===== src/rtl/alu_exec_stage.sv =====
// Execute-stage ALU: computes result/overflow on accept and parks it in a small
// elastic FIFO so writeback stalls back-pressure decode without combinational paths.
module alu_exec_stage #(
  parameter int WIDTH = 32,
  parameter int DEPTH = 2,
  parameter int CNT_W = 8
) (
  input  logic             clk,
  input  logic             rst,
  input  logic             flush,
  input  logic             in_valid,
  output logic             in_ready,
  input  logic [2:0]       ALUControl,
  input  logic [WIDTH-1:0] SrcA,
  input  logic [WIDTH-1:0] SrcB,
  input  logic [4:0]       rd_in,
  output logic             out_valid,
  input  logic             out_ready,
  output logic [WIDTH-1:0] ALUResult,
  output logic             Zero,
  output logic             Overflow,
  output logic [4:0]       rd_out,
  output logic [CNT_W-1:0] illegal_cnt
);
  localparam int PW = (DEPTH > 1) ? $clog2(DEPTH) : 1;
  localparam int CW = $clog2(DEPTH + 1);
  localparam logic [CW-1:0] FULL = CW'(DEPTH);

  typedef struct packed {
    logic [WIDTH-1:0] res;
    logic             ovf;
    logic [4:0]       rd;
  } entry_t;

  entry_t          mem [DEPTH];
  entry_t          nxt, head;
  logic [PW-1:0]   wptr, rptr;
  logic [CW-1:0]   count;
  logic [WIDTH-1:0] sum, diff;
  logic            illegal, push, pop;

  always_comb begin
    sum     = SrcA + SrcB;
    diff    = SrcA - SrcB;
    nxt     = '0;
    nxt.rd  = rd_in;
    illegal = 1'b0;
    case (ALUControl)
      3'b000: begin
        nxt.res = sum;
        nxt.ovf = (SrcA[WIDTH-1] == SrcB[WIDTH-1]) && (sum[WIDTH-1] != SrcA[WIDTH-1]);
      end
      3'b001: begin
        nxt.res = diff;
        nxt.ovf = (SrcA[WIDTH-1] != SrcB[WIDTH-1]) && (diff[WIDTH-1] != SrcA[WIDTH-1]);
      end
      3'b010:  nxt.res = SrcA & SrcB;
      3'b011:  nxt.res = SrcA | SrcB;
      3'b101:  nxt.res = {{(WIDTH-1){1'b0}}, $signed(SrcA) < $signed(SrcB)};
      default: illegal = 1'b1;
    endcase
  end

  assign in_ready  = (count != FULL);
  assign out_valid = (count != '0);
  assign push      = in_valid & in_ready;
  assign pop       = out_valid & out_ready;

  // Head is gated by occupancy so reset/flush present all-zero outputs.
  assign head      = mem[rptr];
  assign ALUResult = out_valid ? head.res : '0;
  assign Zero      = out_valid && (head.res == '0);
  assign Overflow  = out_valid && head.ovf;
  assign rd_out    = out_valid ? head.rd : '0;

  always_ff @(posedge clk) begin
    if (push && !flush) mem[wptr] <= nxt;
  end

  always_ff @(posedge clk or negedge rst) begin
    if (!rst) begin
      wptr        <= '0;
      rptr        <= '0;
      count       <= '0;
      illegal_cnt <= '0;
    end else if (flush) begin
      wptr  <= '0;
      rptr  <= '0;
      count <= '0;
    end else begin
      if (push) wptr <= wptr + 1'b1;
      if (pop)  rptr <= rptr + 1'b1;
      case ({push, pop})
        2'b10:   count <= count + 1'b1;
        2'b01:   count <= count - 1'b1;
        default: count <= count;
      endcase
      if (push && illegal && (illegal_cnt != '1)) illegal_cnt <= illegal_cnt + 1'b1;
    end
  end
endmodule


===== config.mk =====
export PLATFORM = sky130hd
export DESIGN_NAME = alu_exec_stage
export DESIGN_NICKNAME = d
export VERILOG_FILES = /design/src/rtl/alu_exec_stage.sv
export SDC_FILE = /design/constraint.sdc
export NUM_CORES = 1
export LEC_CHECK = 0
export BUFFER_PORTS_ARGS = -buffer_cell sky130_fd_sc_hd__clkbuf_2
export CAP_MARGIN = 20
export CORE_ASPECT_RATIO = 1.4
export CORE_UTILIZATION = 34
export CTS_BUF_LIST = sky130_fd_sc_hd__clkbuf_16
export DETAILED_ROUTE_END_ITERATION = 10
export SLEW_MARGIN = 15
export SYNTH_ARGS = -nofsm -noshare
export SYNTH_HDL_FRONTEND = slang
export SYNTH_SLANG_ARGS = --single-unit

===== constraint.sdc =====
create_clock -name clk -period 7.4 [get_ports clk]
set_input_delay 1.48 -clock clk [delete_from_list [all_inputs] [get_ports clk]]
set_output_delay 1.48 -clock clk [all_outputs]
set_load 0.005 [all_outputs]

Word-level counts from Yosys, hierarchy flattened
Memories as Yosys holds them, arrays and structs flattened.
Index checks and enable logic that the tools add are counted.
{"block": "totals", "reg_bits": 12, "latchBits": 0, "ram_bits": 76, "rom_bits": 0, "in_bits": 77, "out_inout_bits": 49, "elab_cells": 59, "mem_count": 1}
{"memory": "mem", "depth": 2, "width": 38, "rd": 1, "rd_ports_with_merged_regs": 0, "write_ports": 1, "line_no": "35", "rtl": "entry_t mem [DEPTH];"}
{"block": "classes", "addsub": 7, "n_mul": 0, "div_mod_pow": 0, "order_cmp": 1, "eq_ne": 12, "shifts": 0, "mux": 13, "bitwise_logic": 5, "n_reduce_logical": 16}
{"operator": "one-hot mux 32 bit (5 select lines)", "count": 1}
{"operator": "adder 32 bit", "count": 1}
{"operator": "AND 32 bit", "count": 1}
{"operator": "logical NOT 32 bit", "count": 1}
{"operator": "< comparator 32 bit", "count": 1}
{"operator": "two-way mux 32 bit", "count": 1}
{"operator": "bitwise OR 32 bit", "count": 1}
{"operator": "subtractor 32 bit", "count": 1}
{"operator": "adder 8 x 1 -> 8 bit, second input constant", "count": 1}
{"operator": "inequality test 8 bit, second input constant", "count": 1}
{"operator": "logical AND 1 bit", "count": 7}
{"operator": "two-way mux 1 bit", "count": 7}
{"operator": "equality test 3 x 2 -> 1 bit, second input constant", "count": 2}
{"operator": "nonzero test 2 bit", "count": 3}
{"operator": "two-way mux 5 bit", "count": 1}
{"operator": "OR reduction 5 bit", "count": 1}
{"operator": "one-hot mux 2 bit (2 select lines)", "count": 1}
{"operator": "equality test 3 x 1 -> 1 bit, second input constant", "count": 1}
{"operator": "equality test 3 bit, second input constant", "count": 1}
{"operator": "logical NOT 3 bit", "count": 1}
{"operator": "inequality test 1 bit", "count": 3}
{"operator": "nonzero test 3 bit", "count": 1}
{"operator": "adder 1 bit, second input constant", "count": 2}
{"operator": "adder 2 x 1 -> 2 bit, second input constant", "count": 1}
{"operator": "other kinds (11)", "count": 12}

Logic depth before layout (Yosys ltp)
{"block": "depth", "word_depth": 6, "depth_mapped": 12, "mapped_depth_nobuf": 12}

Worst setup path before layout
OpenSTA, ideal clock, no wires.
{"block": "synth_timing", "path_type": "input to register", "from": "input flush", "to": "memory mem[0][0] (netlist name), enable pin", "setup_ns": 0.481, "arrival_time_ns": 4.169, "t_required_ns": 6.919, "slack_ns": 2.750, "stages": 1, "path_buffers": 0, "cell_sequence": "nor3_1"}
{"block": "synth_via", "elab_chain_len": 4}
{"item": "start: declaration", "line_no": "10", "rtl": "input logic flush,"}
{"item": "logical NOT 1 bit", "line_no": "77", "rtl": "if (push && !flush) mem[wptr] <= nxt;"}
{"item": "logical AND 1 bit", "line_no": "77"}
{"item": "two-way mux 1 bit", "line_no": "77"}
{"item": "two-way mux 1 bit (implied by the code)", "line_no": "77"}
{"item": "end: declaration", "line_no": "35"}
No other way between the ends.

==> impl_metrics.toml <==
[layout]
seqCellArea_um2 = 2580
layout_commonest_cell = "clkbuf_2"
drive_above_1_share_pct = 17.7
nets = 1254
syn_to_final_growth_pct = 12.7
fin_area_um2 = 9720
multi_input_area_um2 = 5420
n_antenna_cell = 0
layout_common_cells = "clkbuf_2, nor2_1, ha_1, inv_1, edfxtp_1"
fill_cells = 2546

[clock_network]
clock-sinks = 88
clk_pin_slew_ns = 0.06
clk_latency_ns = 0.33
root_buffer = "clkbuf_16"
hold_buffers = 0
htree_levels = 3
post_cts_buffers = 0
post_cts_resize_count = 0
cts_tree = "built"
cts_made_buffers = 9
clock_path_buffers = 2

[drt]
route.detailed.drc = 0
viasPerCell = 5.72
wirelength_um = 25600
num_vias = 7966
antenna_left = 0
wl_per_cell_um = 18.4
drt_first_pass_iters = 5
dr.first_iter.drc_count = 662

[placement]
gp_congestion = 0.937
io_buffers = 125
place_hpwl_um = 20400
pre_cts_ws_ns = 2.62
dpl_cell_area_um2 = 9430

[grt]
grt_use_total_pct = 19.6
antenna_found_initial = 2
first_global_vias = 7603
grt_pass1_wl_um = 39700
grt_overflow = 0
grt_max_degree = 42

[timing]
fin_crit_ns = 4.51
rsz0062_at_grt = "false"
timing.setup.tns_ns = 0
max_clock_freq_mhz = 222
finalWorstSetupSlack_ns = 2.89
relSlewSlack_pct = 24.7
hold_viol = 0
setup_violations = 0
worstMarginPinSlew_ns = 1.12
slew_viol_final = 0
finClkSkew_ns = 0.00343
finalCritPeriodShare_pct = 60.9

[pwr]
power_frac_comb_pct = 34.0
power.density_nw_per_um2 = 162
p_seq_share_pct = 38.8
power.switching_mw = 0.551
power.leakage_nw = 4.24
p_clk_share_pct = 27.2
max-vdd-ir-drop_uv = 168
p_int_mw = 1.03
switching_share_pct = 34.9

[logic_synthesis]
synth_edf_count = 76
syn_nets = 1161
syn-instance-count = 979
netlist_area_um2 = 8620
avgSynthCellArea_um2 = 8.81
yosysWarnings = 0
synth-main-ff-cell = "edfxtp_1"
synth_seq_cells = 88
synth-async-reset-ratio_pct = 13.6
yosysSeqAreaShare_pct = 30.0
synthDistinctLibCells = 86

[worst_setup_path]
crit_slowest_cell = "a311oi_1"
crit_path_cell_trace = "clkbuf_2 -> inv_1 -> ha_1 -> or3_2 -> or2_1 -> a21oi_2 -> o2111ai_2 -> a311oi_1 -> o21ai_0 -> nand3_1 -> a31oi_1 -> o22ai_1"
crit_path_max_incr_delay_ns = 0.69
cp_max_fo = 12
cp-end-kind = "register"
cp_data_required_time_ns = 7.53
crit_arrival_ns = 4.64
start_kind = "input port"
crit_type = "in2reg"

[floorplan]
dieHeight_um = 190
initial_core_util_pct = 34.8
core_area_um2 = 24800
dieArea_um2 = 26000
rows = 68
ios = 126
fp.dieW_um = 137

[run]
drv_cap = 0

[outcome]
outcome = "finished clean"

[hold_path]
hp-class = "reg2reg"
## power by group through the flow
stage / clock network, mW / logic, mW / registers (mW)
final: 0.430 / 0.536 / 0.613
after floorplan: 0 / 0.364 / 0.619
after global placement: 0 / 0.526 / 0.623
after global routing: 0.459 / 0.589 / 0.617
after detailed placement: 0 / 0.530 / 0.624
after CTS: 0.438 / 0.533 / 0.613
## worst max-delay path: cells and delay by family
family          cells  cell delay, ns
fa+ha+maj           1            0.45
simple gates        3            0.93
compound gates      6            1.62
buf+inv             2            0.16
## per-stage QoR
stage | std cells | total power [mW] | util (%) | hold slack, ns
global route | 1392 | 1.67 | 39.3 | 0.520
global placement | 1376 | 1.15 | 38.1 | 0.492
floorplan | 979 | 0.982 | - | 0.481
CTS | 1392 | 1.58 | 39.3 | 0.494
finish | 1392 | 1.58 | 39.3 | 0.493
detailed placement | 1376 | 1.15 | 38.1 | 0.484
## path summary, 6_finish.rpt
check | startpoint | endpoint | slack [ns] | depth (start not counted)
hold reg to reg | illegal_cnt[6] | illegal_cnt[6] | 0.49 | 1
setup reg to reg | count[0] | mem[0][18] | 5.37 | 4
max in group asynchronous | rst | rptr | 6.10 | 1
hold / removal | illegal_cnt[6] | illegal_cnt[6] | 0.49 | 1
min in group asynchronous | rst | count[1] | 1.03 | 1
setup / recovery | SrcA[8] | mem[1][31] | 2.89 | 12
## layer usage
metal  vias up  routed length (µm)  GRT usage, %
li1       3794                   -             -
met1      3743               10200          23.4
met2       357               12700          35.0
met3        68                1780          2.23
met4         4                 928          8.12
met5         -                  25             0
## flip-flops by register name, indices dropped and copies added (netlist names)
signal       flops
count            2
wptr             1
rptr             1
mem             76
illegal_cnt      8
## cell type report
cell class | count | area share (%)
repair buffers | 133 | 7.05
clock buffers | 9 | 2.32
flip-flops and latches | 88 | 26.6
multi-input cells | 747 | 55.8
inverters | 93 | 3.59
well taps | 315 | 4.06
clock inverters | 7 | 0.631
## synth_stat cells, drive strengths merged (8+ instances only)
cell type	count	area share [%]
clkbuf	45	3.0
nor3	20	1.3
a221oi	9	0.99
o21bai	10	0.87
a31oi	9	0.65
o221ai	17	1.7
inv	93	4.0
nand3	17	0.99
nor4	24	1.9
o31ai	13	1.1
a211o	10	1.0
o21ai	43	2.6
nor2	121	5.3
o22ai	9	0.65
and2	8	0.61
o211ai	14	1.2
nand2	53	2.3
a211oi	12	1.1
a21o	17	1.5
nand4	9	0.65
a221o	19	2.2
a21oi	68	4.0
nor2b	8	0.58
edfxtp	76	26
ha	103	15
dfrtp	12	3.5
mux2i	42	4.9
## kinds of logic after synthesis
kind of cell | after synthesis | share of synthesized area (%)
simple gates | 295 | 16.7
compound gates | 292 | 24.2
xor+xnor | 11 | 1.12
fa+ha+maj | 105 | 15.4
flops | 88 | 30.0
mux | 44 | 5.14
buf+inv | 144 | 7.42
Note: power is estimated with default switching activity, not from simulation.
